`src/rtl/uc.sv`:
```
// Main control unit: registered decode of the 6-bit opcode into data-path controls.
// Optional UC_ILLEGAL_FLAG_EN adds Illegal / IllegalSticky outputs for unrecognised opcodes.
module uc #(
  parameter logic [2:0] NOP_ALUOP = 3'b000
) (
  input  logic       clk,
  input  logic       rst,
  input  logic [5:0] opcode,
  output logic       MemToReg,
  output logic       RegWrite,
  output logic       MemToWrite,
  output logic [2:0] ALUOp,
  output logic       RegDst,
  output logic       ALUSrc,
  output logic       Branch,
  output logic       Jump
`ifdef UC_ILLEGAL_FLAG_EN
  ,
  output logic       Illegal,
  output logic       IllegalSticky
`endif
);

  logic       mem_to_reg_d, mem_to_reg_q;
  logic       reg_write_d, reg_write_q;
  logic       mem_to_write_d, mem_to_write_q;
  logic [2:0] alu_op_d, alu_op_q;
  logic       reg_dst_d, reg_dst_q;
  logic       alu_src_d, alu_src_q;
  logic       branch_d, branch_q;
  logic       jump_d, jump_q;
  logic       illegal_d;

  always_comb begin
    mem_to_reg_d   = 1'b0;
    reg_write_d    = 1'b0;
    mem_to_write_d = 1'b0;
    alu_op_d       = NOP_ALUOP;
    reg_dst_d      = 1'b0;
    alu_src_d      = 1'b0;
    branch_d       = 1'b0;
    jump_d         = 1'b0;
    illegal_d      = 1'b0;
    case (opcode)
      6'b000000: begin reg_write_d = 1'b1; alu_op_d = 3'b010; reg_dst_d = 1'b1; end
      6'b100011: begin mem_to_reg_d = 1'b1; reg_write_d = 1'b1; alu_op_d = 3'b000; alu_src_d = 1'b1; end
      6'b101011: begin mem_to_write_d = 1'b1; alu_op_d = 3'b000; alu_src_d = 1'b1; end
      6'b000100: begin alu_op_d = 3'b001; branch_d = 1'b1; end
      6'b001000: begin reg_write_d = 1'b1; alu_op_d = 3'b000; alu_src_d = 1'b1; end
      6'b001100: begin reg_write_d = 1'b1; alu_op_d = 3'b011; alu_src_d = 1'b1; end
      6'b001101: begin reg_write_d = 1'b1; alu_op_d = 3'b100; alu_src_d = 1'b1; end
      6'b001010: begin reg_write_d = 1'b1; alu_op_d = 3'b101; alu_src_d = 1'b1; end
      6'b000010: begin jump_d = 1'b1; end
      default:   begin illegal_d = 1'b1; end
    endcase
  end

  always_ff @(posedge clk or posedge rst) begin
    if (rst) begin
      mem_to_reg_q   <= 1'b0;
      reg_write_q    <= 1'b0;
      mem_to_write_q <= 1'b0;
      alu_op_q       <= NOP_ALUOP;
      reg_dst_q      <= 1'b0;
      alu_src_q      <= 1'b0;
      branch_q       <= 1'b0;
      jump_q         <= 1'b0;
    end else begin
      mem_to_reg_q   <= mem_to_reg_d;
      reg_write_q    <= reg_write_d;
      mem_to_write_q <= mem_to_write_d;
      alu_op_q       <= alu_op_d;
      reg_dst_q      <= reg_dst_d;
      alu_src_q      <= alu_src_d;
      branch_q       <= branch_d;
      jump_q         <= jump_d;
    end
  end

  assign MemToReg   = mem_to_reg_q;
  assign RegWrite   = reg_write_q;
  assign MemToWrite = mem_to_write_q;
  assign ALUOp      = alu_op_q;
  assign RegDst     = reg_dst_q;
  assign ALUSrc     = alu_src_q;
  assign Branch     = branch_q;
  assign Jump       = jump_q;

`ifdef UC_ILLEGAL_FLAG_EN
  logic illegal_q;
  logic illegal_sticky_d, illegal_sticky_q;

  // Sticky flag latches the first unrecognised opcode until the next reset.
  assign illegal_sticky_d = illegal_sticky_q | illegal_d;

  always_ff @(posedge clk or posedge rst) begin
    if (rst) begin
      illegal_q        <= 1'b0;
      illegal_sticky_q <= 1'b0;
    end else begin
      illegal_q        <= illegal_d;
      illegal_sticky_q <= illegal_sticky_d;
    end
  end

  assign Illegal       = illegal_q;
  assign IllegalSticky = illegal_sticky_q;
`else
  logic unused_illegal;
  assign unused_illegal = illegal_d;
`endif

endmodule

```
`config.mk`:
```
export PLATFORM = sky130hd
export DESIGN_NAME = uc
export DESIGN_NICKNAME = d
export VERILOG_FILES = /design/src/rtl/uc.sv
export SDC_FILE = /design/constraint.sdc
export NUM_CORES = 1
export LEC_CHECK = 0
export CORE_AREA = 2 2 39 41
export DETAILED_ROUTE_END_ITERATION = 7
export DIE_AREA = 0 0 41 43
export HOLD_SLACK_MARGIN = 0.03
export PLACE_DENSITY = 0.72
export SLEW_MARGIN = 20
export SYNTH_ARGS = -nofsm -noshare
export SYNTH_HDL_FRONTEND = slang
export SYNTH_SLANG_ARGS = --single-unit
```
`constraint.sdc`:
```
create_clock -name clk -period 0.8 [get_ports clk]
set_clock_uncertainty 0.05 [all_clocks]
set_input_delay 0.16 -clock clk [delete_from_list [all_inputs] [get_ports clk]]
set_output_delay 0.16 -clock clk [all_outputs]
set_load 0.005 [all_outputs]
```
==> results.sh, run 1 <==
export IMPL_status="finished with violations"
export IMPL_violations="negative setup slack"
export IMPL_yosysTopAreaCell="dfrtp_1"
export IMPL_grt_total_usage=0.1349
export IMPL_first_global_vias=389
export IMPL_cts_buffers=3
export IMPL_grt_max_degree=11
export IMPL_synth_nets=49
export IMPL_netSwitchingFraction=0.2218
export IMPL_gp_congestion=0.8806
export IMPL_dp_hpwl_um=760.8
export IMPL_path_delay_family="flip-flops"
export IMPL_core_mm2=0.001384
export IMPL_p_seq_frac=0.508
export IMPL_fp_dieH_um=43
export IMPL_antenna_found_initial=0
export IMPL_intPower_uw=792.3
export IMPL_critPathLaunchType="register"
export IMPL_crit_type="reg -> out"
export IMPL_vias=408
export IMPL_p_sw_uw=225.9
export IMPL_maxCapViolCount=0
export IMPL_synthTopCellsByCount="dfrtp_1 (10), a21oi_1 (4), nor2_1 (4)"
export IMPL_slowest_delay_ns=0.36
export IMPL_synth_edf_count=0
export IMPL_first_iter_violations=2
export IMPL_first_pass_iters=2
export IMPL_start_util=0.3219
export IMPL_ioPinCount=18
export IMPL_async_flop_share=1.000
export IMPL_final_cells=87
export IMPL_syn_cell_area_um2=445.4
export IMPL_stdcell_area_um2=713.2
export IMPL_worstPathRequired_ns=0.59
export IMPL_postRouteAntennaNets=0
export IMPL_ys_types=21
export IMPL_rsz0062_at_grt="true"
export IMPL_drc_errors=0
export IMPL_netlist_top_cells_area="dfrtp_1 (56%), a21oi_1 (4.5%), nor2_1 (3.4%)"
export IMPL_crit_fanout=1
export IMPL_finalSetupTns_ns=-1.386
export IMPL_hold_path_class="in -> async"
export IMPL_die_area_mm2=0.001763
export IMPL_period_needed_ns=0.9436
export IMPL_crit_path_cell_trace="buf_2"
export IMPL_yosysMostFrequentCell="dfrtp_1"
export IMPL_synthCells=41
export IMPL_place_ws_ns=-0.7103
export IMPL_fin_nets=81
export IMPL_cp_end_kind="primary output"
export IMPL_via_per_inst=4.690
export IMPL_hold_viol=0
export IMPL_synth_top_area_frac=0.5618
export IMPL_synth_seq_cells=10
export IMPL_post_drt_wl_per_cell_um=11.23
export IMPL_dp_cells=83
export IMPL_post_dp_cell_area_um2=714.4
export IMPL_max_slew_margin=0.8480
export IMPL_combPwrFrac=0.184
export IMPL_cts_tree="done"
export IMPL_peakVddDrop_v=0.0005361
export IMPL_port_buffers=17
export IMPL_htreeDepth=1
export IMPL_wirelength_um=977
export IMPL_setup_slack_ns=-0.1436
export IMPL_num_antenna_cells=0
export IMPL_seq_area_frac_synth=0.5618
export IMPL_period_share=1.180
export IMPL_cts_buffer_depth=2
export IMPL_drive_gt1_frac=0.5915
export IMPL_hold_buffers=0
export IMPL_slew_viol_final=0
export IMPL_cp_slowest_cell="dfrtp_1"
export IMPL_tightest_slew_ns=0.2260
export IMPL_fmax_ghz=1.060
export IMPL_globalRouteOverflowTotal=0
export IMPL_grt_pass1_wl_um=1559
export IMPL_cts_sinks=10
export IMPL_arrival_ns=0.73
export IMPL_die_w_um=41
export IMPL_leakagePower_uw=0.0003609
export IMPL_crit_buf_inv=1
export IMPL_cts_root_buffer="clkbuf_4"
export IMPL_setup_viol=11
export IMPL_fp_row_count=14
export IMPL_clock_power_share=0.308
export IMPL_path_clk_slew_ns=0.06
export IMPL_avgSynthCellArea_um2=10.86
export IMPL_area_delta_synth_final_pct=60.11
export IMPL_synth_warnings=0
export IMPL_power_density_mw_per_mm2=1428
export IMPL_whs_ns=0.1378
export IMPL_synthFlopType="dfrtp_1"
layout make-up:
cell class	instances	area [µm²]
fill	141	670.6
sequential	10	250.2
multi-input combinational	29	209.0
timing repair buffer	28	207.7
clock buffer	3	22.52
tap	16	20.02
inverter	1	3.754
routing by layer:
layer	global-route usage	up-vias	part of all wire
li1	-	203	-
met1	0.1429	186	0.37
met2	0.2188	15	0.53
met3	0	4	0.059
met4	0.1333	0	0.035
met5	0	-	0
worst paths after layout:
check / from / endpoint / cells after the start
hold / removal: rst / ALUOp[0]$_DFF_PP0_ / 3
setup / recovery: ALUOp[2]$_DFF_PP0_ / ALUOp[2] / 1
max in group asynchronous: rst / Jump$_DFF_PP0_ / 3
min in group clk: opcode[4] / ALUOp[1]$_DFF_PP0_ / 3
layout by cell type, fill, tap and decap left out:
| cell | netlist | routed |
|---|---|---|
| o21ai_1 | 0 | 1 |
| buf_12 | 0 | 1 |
| inv_1 | 1 | 1 |
| nor4b_2 | 0 | 1 |
| a21oi_2 | 0 | 2 |
| nor2_1 | 4 | 2 |
| clkdlybuf4s50_1 | 0 | 1 |
| a21oi_1 | 4 | 2 |
| nor2b_2 | 0 | 1 |
| or2_2 | 1 | 1 |
| nor2_2 | 0 | 1 |
| or2b_1 | 1 | 1 |
| dfrtp_1 | 10 | 10 |
| clkbuf_4 | 0 | 3 |
| buf_6 | 1 | 4 |
| o21ai_0 | 2 | 1 |
| nor2b_1 | 2 | 1 |
| nand2_1 | 2 | 2 |
| buf_2 | 0 | 13 |
| buf_4 | 0 | 9 |
| and2_1 | 1 | 1 |
| nor3b_2 | 1 | 1 |
| and3b_2 | 1 | 1 |
| nor2_4 | 0 | 1 |
| and2b_2 | 1 | 1 |
| or4_4 | 1 | 1 |
| nor4_1 | 2 | 2 |
| a31oi_1 | 1 | 1 |
| or2_4 | 0 | 1 |
| or2_1 | 2 | 1 |
| nand3_1 | 1 | 1 |
| nor3b_1 | 1 | 1 |
power groups by stage:
stage / clock, µW / combinational, µW / sequential (µW)
after global routing: 337 / 204 / 517
after detailed placement: 0 / 183 / 527
after CTS: 331 / 186 / 517
after global placement: 0 / 179 / 526
after floorplan: 0 / 61.4 / 528
final: 314 / 187 / 517
sequential cells by signal (all words and copies together) (netlist names):
| name | cells |
|---|---|
| ALUOp | 3 |
| ALUSrc | 1 |
| Branch | 1 |
| Jump | 1 |
| MemToReg | 1 |
| MemToWrite | 1 |
| RegDst | 1 |
| RegWrite | 1 |
repair_timing:
action / 4_1_cts / 5_1_grt
gates resized for setup: 76 / 2
pin swaps: 6 / 2
buffers inserted: 1 / 0
setup endpoints to repair: 20 / 14
kinds of logic after synthesis:
| group | synth area share |
|---|---|
| AOI/OAI and AO/OA | 0.08147 |
| buffers and inverters | 0.03370 |
| DFF | 0.5618 |
| and+or+nand+nor | 0.3230 |
per-stage QoR:
step / total power, µW / util
floorplan: 589.7 / -
global placement: 705.6 / 0.5163
detailed placement: 709.6 / 0.5163
CTS: 1033 / 0.5136
global route: 1059 / 0.5154
finish: 1018 / 0.5154
No activity file was read; power rests on OpenSTA's default activity.
==> run 2, diff against run 1 <==
--- a/config.mk
+++ b/config.mk
@@ -5,9 +5,9 @@
 export SDC_FILE = /design/constraint.sdc
 export NUM_CORES = 1
 export LEC_CHECK = 0
-export CORE_AREA = 2 2 39 41
+export CORE_AREA = 5 5 42 44
 export DETAILED_ROUTE_END_ITERATION = 7
-export DIE_AREA = 0 0 41 43
+export DIE_AREA = 0 0 47 49
 export HOLD_SLACK_MARGIN = 0.03
 export PLACE_DENSITY = 0.72
 export SLEW_MARGIN = 20
==> run 2 against run 1 <==
The run still ends with negative setup slack left. Largest cell class unchanged. Clock-buffer cell count stayed put. Critical endpoint is now Jump. Critical path depth stayed put. First-iteration DRC count is 100% higher. Largest power group unchanged. Setup slack worse by 0.0064 ns. Fmax is 0.68% lower. Clock power is 4% higher. Via count is 1.2% higher.
==> results.sh, run 2 (synthesized netlist as in run 1, its figures left out) <==
export IMPL_tightest_slew_ns=0.3536
export IMPL_intPower_uw=796.7
export IMPL_cts_buffer_depth=2
export IMPL_ioPinCount=18
export IMPL_period_needed_ns=0.9501
export IMPL_fp_dieH_um=49
export IMPL_port_buffers=17
export IMPL_path_clk_slew_ns=0.06
export IMPL_core_mm2=0.001401
export IMPL_cp_end_kind="primary output"
export IMPL_cts_buffers=3
export IMPL_power_uw=1039
export IMPL_setup_viol=11
export IMPL_postRouteAntennaNets=0
export IMPL_maxCapViolCount=0
export IMPL_fp_row_count=14
export IMPL_start_util=0.3179
export IMPL_first_iter_violations=4
export IMPL_vias=413
export IMPL_setup_slack_ns=-0.1501
export IMPL_first_global_vias=419
export IMPL_final_common_cell="buf_4"
export IMPL_crit_buf_inv=1
export IMPL_grt_pass1_wl_um=1863
export IMPL_slowest_delay_ns=0.36
export IMPL_slew_viol_final=0
export IMPL_netSwitchingFraction=0.2330
export IMPL_path_delay_family="flip-flops"
export IMPL_crit_type="reg -> out"
export IMPL_antenna_found_initial=0
export IMPL_mostFrequentLayoutCells="buf_4 (13), buf_2 (12), dfrtp_1 (10), buf_6 (5)"
export IMPL_fmax_ghz=1.053
export IMPL_critPathLaunchType="register"
export IMPL_leakagePower_uw=0.0003713
export IMPL_hold_viol=0
export IMPL_gp_congestion=0.7895
export IMPL_crit_fanout=1
export IMPL_post_drt_wl_per_cell_um=12.14
export IMPL_first_pass_iters=2
export IMPL_worstPathRequired_ns=0.59
export IMPL_num_antenna_cells=0
export IMPL_final_cells=90
export IMPL_arrival_ns=0.74
export IMPL_whs_ns=0.1072
export IMPL_drc_errors=0
export IMPL_cts_tree="done"
export IMPL_final_util=0.5241
export IMPL_max_slew_margin=0.7640
export IMPL_status="finished with violations"
export IMPL_wirelength_um=1093
export IMPL_cts_root_buffer="clkbuf_4"
export IMPL_violations="negative setup slack"
export IMPL_p_seq_frac=0.497
export IMPL_grt_max_degree=11
export IMPL_fin_nets=84
export IMPL_hold_buffers=0
export IMPL_die_w_um=47
export IMPL_rsz0062_at_grt="true"
export IMPL_area_delta_synth_final_pct=64.89
export IMPL_period_share=1.188
export IMPL_crit_path_cell_trace="buf_2"
export IMPL_fill_cells=124
export IMPL_cts_sinks=10
export IMPL_dp_cells=85
export IMPL_globalRouteOverflowTotal=0
export IMPL_cp_slowest_cell="dfrtp_1"
export IMPL_largest_register_ffs=3
export IMPL_drive_gt1_frac=0.6081
export IMPL_power_density_mw_per_mm2=1414
export IMPL_htreeDepth=1
export IMPL_grt_total_usage=0.1170
export IMPL_via_per_inst=4.589
export IMPL_hold_path_class="in -> async"
export IMPL_peakVddDrop_v=0.0007623
export IMPL_clock_power_share=0.315
export IMPL_die_area_mm2=0.002303
export IMPL_combPwrFrac=0.188
export IMPL_p_sw_uw=242.0
-- run 2: changes by cell type in the layout (fill, tap and decap cells not counted), sizes merged --
| cell | delta |
|---|---|
| buf | +3 |
-- run 2: worst paths after layout --
check                      slack, ns            endpoint            from  depth (start not counted)
max                            -0.15                Jump  Jump$_DFF_PP0_                          1
min                             0.11  ALUOp[0]$_DFF_PP0_             rst                          2
max in group asynchronous       0.34    RegDst$_DFF_PP0_             rst                          2
min in group clk                0.12  ALUOp[1]$_DFF_PP0_       opcode[1]                          3
-- run 2: per-layer routing --
metal,part of all wire,global-route usage,vias up
li1,-,-,207
met1,0.37,0.1259,181
met2,0.50,0.1719,18
met3,0.067,0.02214,7
met4,0.058,0.1244,0
met5,0,0,-
-- run 2: power by group through the flow --
stage,combinational [µW],sequential (µW),clock (µW)
detailed placement,180,526,0
global placement,178,526,0
floorplan,61.4,528,0
CTS,182,517,341
global route,213,517,371
finish,195,517,327
-- run 2: what timing repair did --
item                       CTS  global route
pin swaps                    6             3
gates resized for setup     73             5
setup buffers                2             0
setup endpoints to repair   20            17
-- run 2: area by class of cell --
class,count,area (µm²),share of cell area
Inverter,1,3.754,0.005111
Clock buffer,3,22.52,0.03066
Tap cell,16,20.02,0.02726
Sequential cell,10,250.2,0.3407
Timing Repair Buffer,31,224.0,0.3049
Multi-Input combinational cell,29,214.0,0.2913
-- run 2: metrics by stage --
| stage | cell area [µm²] | setup TNS (ns) | setup WS (ns) |
|---|---|---|---|
| final | 734.5 | -1.453 | -0.1501 |
| after global routing | 734.5 | -1.832 | -0.1936 |
| after CTS | 710.7 | -1.561 | -0.1662 |
| after detailed placement | 716.9 | -8.229 | -0.6764 |
| after global placement | 716.9 | -8.165 | -0.6517 |
| after floorplan | 451.7 | -0.4712 | -0.1658 |
==> RTL change: new RTL, settings of run 2 <==
Add a define of `UC_ILLEGAL_FLAG_EN`.
--- a/src/rtl/uc.sv
+++ b/src/rtl/uc.sv
@@ -2,2 +2,4 @@
 // Optional UC_ILLEGAL_FLAG_EN adds Illegal / IllegalSticky outputs for unrecognised opcodes.
+`define UC_ILLEGAL_FLAG_EN
+
 module uc #(
Formal check against the unedited RTL (old outputs only; new: Illegal and IllegalSticky): equivalent (Yosys induction, for registers that start in step).
==> RTL change against run 2 <==
The run still ends with negative setup slack left. Total power grew 27%. Die area is the same. Routed wire length grew 19%. Setup slack lost 0.038 ns. Utilization grew 8.7 points. First-iteration DRC count grew 100%. Synthesized area grew 23%. Combinational power grew 17%. Sequential cell count grew 2. Synthesized cell count grew 20%. Final area grew 17%. Sequential share of layout area grew 1.0 points. Highest routed layer unchanged.
==> RTL change: results (changes against run 2) <==
stage	metric	value	unit	change
run_status	status	finished with violations		unchanged
run_status	failing checks	negative setup slack		unchanged
global_route	antenna violations before repair	0		unchanged
finish	layout cell share with drive strength beyond 1	59.3	%	was 60.8%
route	initial DRC count	8		was 4
pwr	worst IR drop on VDD	0.782	mV	was 0.762 mV
worst_setup_path	crit path max fanout	2		was 1
synth	Synth top cells by count	dfrtp_1 (12), a21oi_1 (4), nor2b_1 (3), nor3b_1 (3), or2_2 (3)		was dfrtp_1 (10), a21oi_1 (4), nor2_1 (4)
route	drt first pass iters	4		was 2
worst_setup_path	critical path's largest stage delay	0.38	ns	was 0.36 ns
worst_setup_path	critical path arrival	0.78	ns	was 0.74 ns
timing	worst rel slew slack	85.5	%	was 76.4%
route	DR vias/cell	5.04		was 4.59
global_route	largest net degree at the start of global routing	13		was 11
timing	Setup WS post-layout	-0.188	ns	was -0.150 ns
worst_setup_path	R2R depth	1		
route	Vias	489		was 413
global_route	GRT Total Usage	13.8	%	was 11.7%
pwr	Leak	0.423	nW	was 0.371 nW
place	# port buffers	19		was 17
synth	ranking of synthesized cells by area	dfrtp_1 (55%), nor3b_1 (4.1%), a21oi_1 (3.7%), nor2b_1 (3.4%), or2_2 (3.4%)		was dfrtp_1 (56%), a21oi_1 (4.5%), nor2_1 (3.4%), nor2b_1 (2.8%), nor3b_2 (2.8%)
synth	net count after synthesis	57		was 49
worst_setup_path	worst reg2reg endpoint	IllegalSticky		
global_route	vias in the first global route	527		was 419
synth	Cell variety after synth	26		was 21
route	DR WL/cell	13.4	um	was 12.1 um
timing	Setup Viol. Count Final	15		was 11
place	GP Congestion	0.809		was 0.790
global_route	global-route wire length before repair	2280	um	was 1860 um
finish	nets@finish	90		was 84
synth	sequential fraction of the synthesis area	54.9	%	was 56.2%
synth	Mapped Avg Cell Area	11.2	um^2	was 10.9 um^2
timing	setup TNS	-2.11	ns	was -1.45 ns
RTL change: layer usage:
metal,vias up,wire length (um),track usage (%)
met2,14,718,23.3
met3,5,71,2.58
li1,232,-,-
met5,-,0,0
met1,238,475,14.9
met4,0,35,8.29
RTL change: how the worst max path moves through the flow:
| stage | from | to | slack, ns | depth (start not counted) |
|---|---|---|---|---|
| final | IllegalSticky | IllegalSticky | -0.19 | 1 |
| after global routing | IllegalSticky | IllegalSticky | -0.22 | 1 |
| after CTS | IllegalSticky | IllegalSticky | -0.19 | 1 |
| after detailed placement | opcode[5] | Branch | -0.78 | 4 |
| after global placement | opcode[5] | Branch | -0.74 | 4 |
| after floorplan | opcode[1] | IllegalSticky | -0.26 | 4 |
RTL change: report_power, final:
part / internal, mW / leakage, nW / switching (mW)
clock: 0.277 / 0.0210 / 0.196
sequential: 0.618 / 0.157 / 0.00254
combinational: 0.124 / 0.245 / 0.105
total: 1.02 / 0.423 / 0.303
RTL change: through the flow:
step	hold WS (ns)	instance area (um^2)	util [%]	power (mW)	setup WS [ns]
3_5_place_dp	0.418	826	58.9	0.842	-0.776
2_1_floorplan	-0.0253	559	-	0.726	-0.256
4_1_cts	0.118	843	60.2	1.32	-0.194
3_3_place_gp	0.408	826	58.9	0.838	-0.738
5_1_grt	0.128	856	61.1	1.39	-0.221
6_report	0.127	856	61.1	1.32	-0.188
RTL change: cell families (layout without fill, tap and decap cells):
kind of cell / count (synthesis) / after routing / synth area share [%]
buf+inv: 5 / 37 / 5.26
compound gates: 8 / 8 / 8.70
simple gates: 24 / 24 / 31.1
flops: 12 / 12 / 54.9
RTL change: area by class of cell:
type / instances / area (um^2)
clock buffer: 4 / 36.3
sequential: 12 / 300
fill: 139 / 546
inverter: 2 / 7.51
multi-input combinational: 32 / 258
timing repair buffer: 31 / 234
tap: 16 / 20.0
RTL change: timing repair:
action                                  in CTS  in global routing
hold buffers                                 0                  0
pin swaps                                    9                  3
resized for setup                           83                  6
endpoints found under the setup margin      24                 20
setup buffers                                2                  0
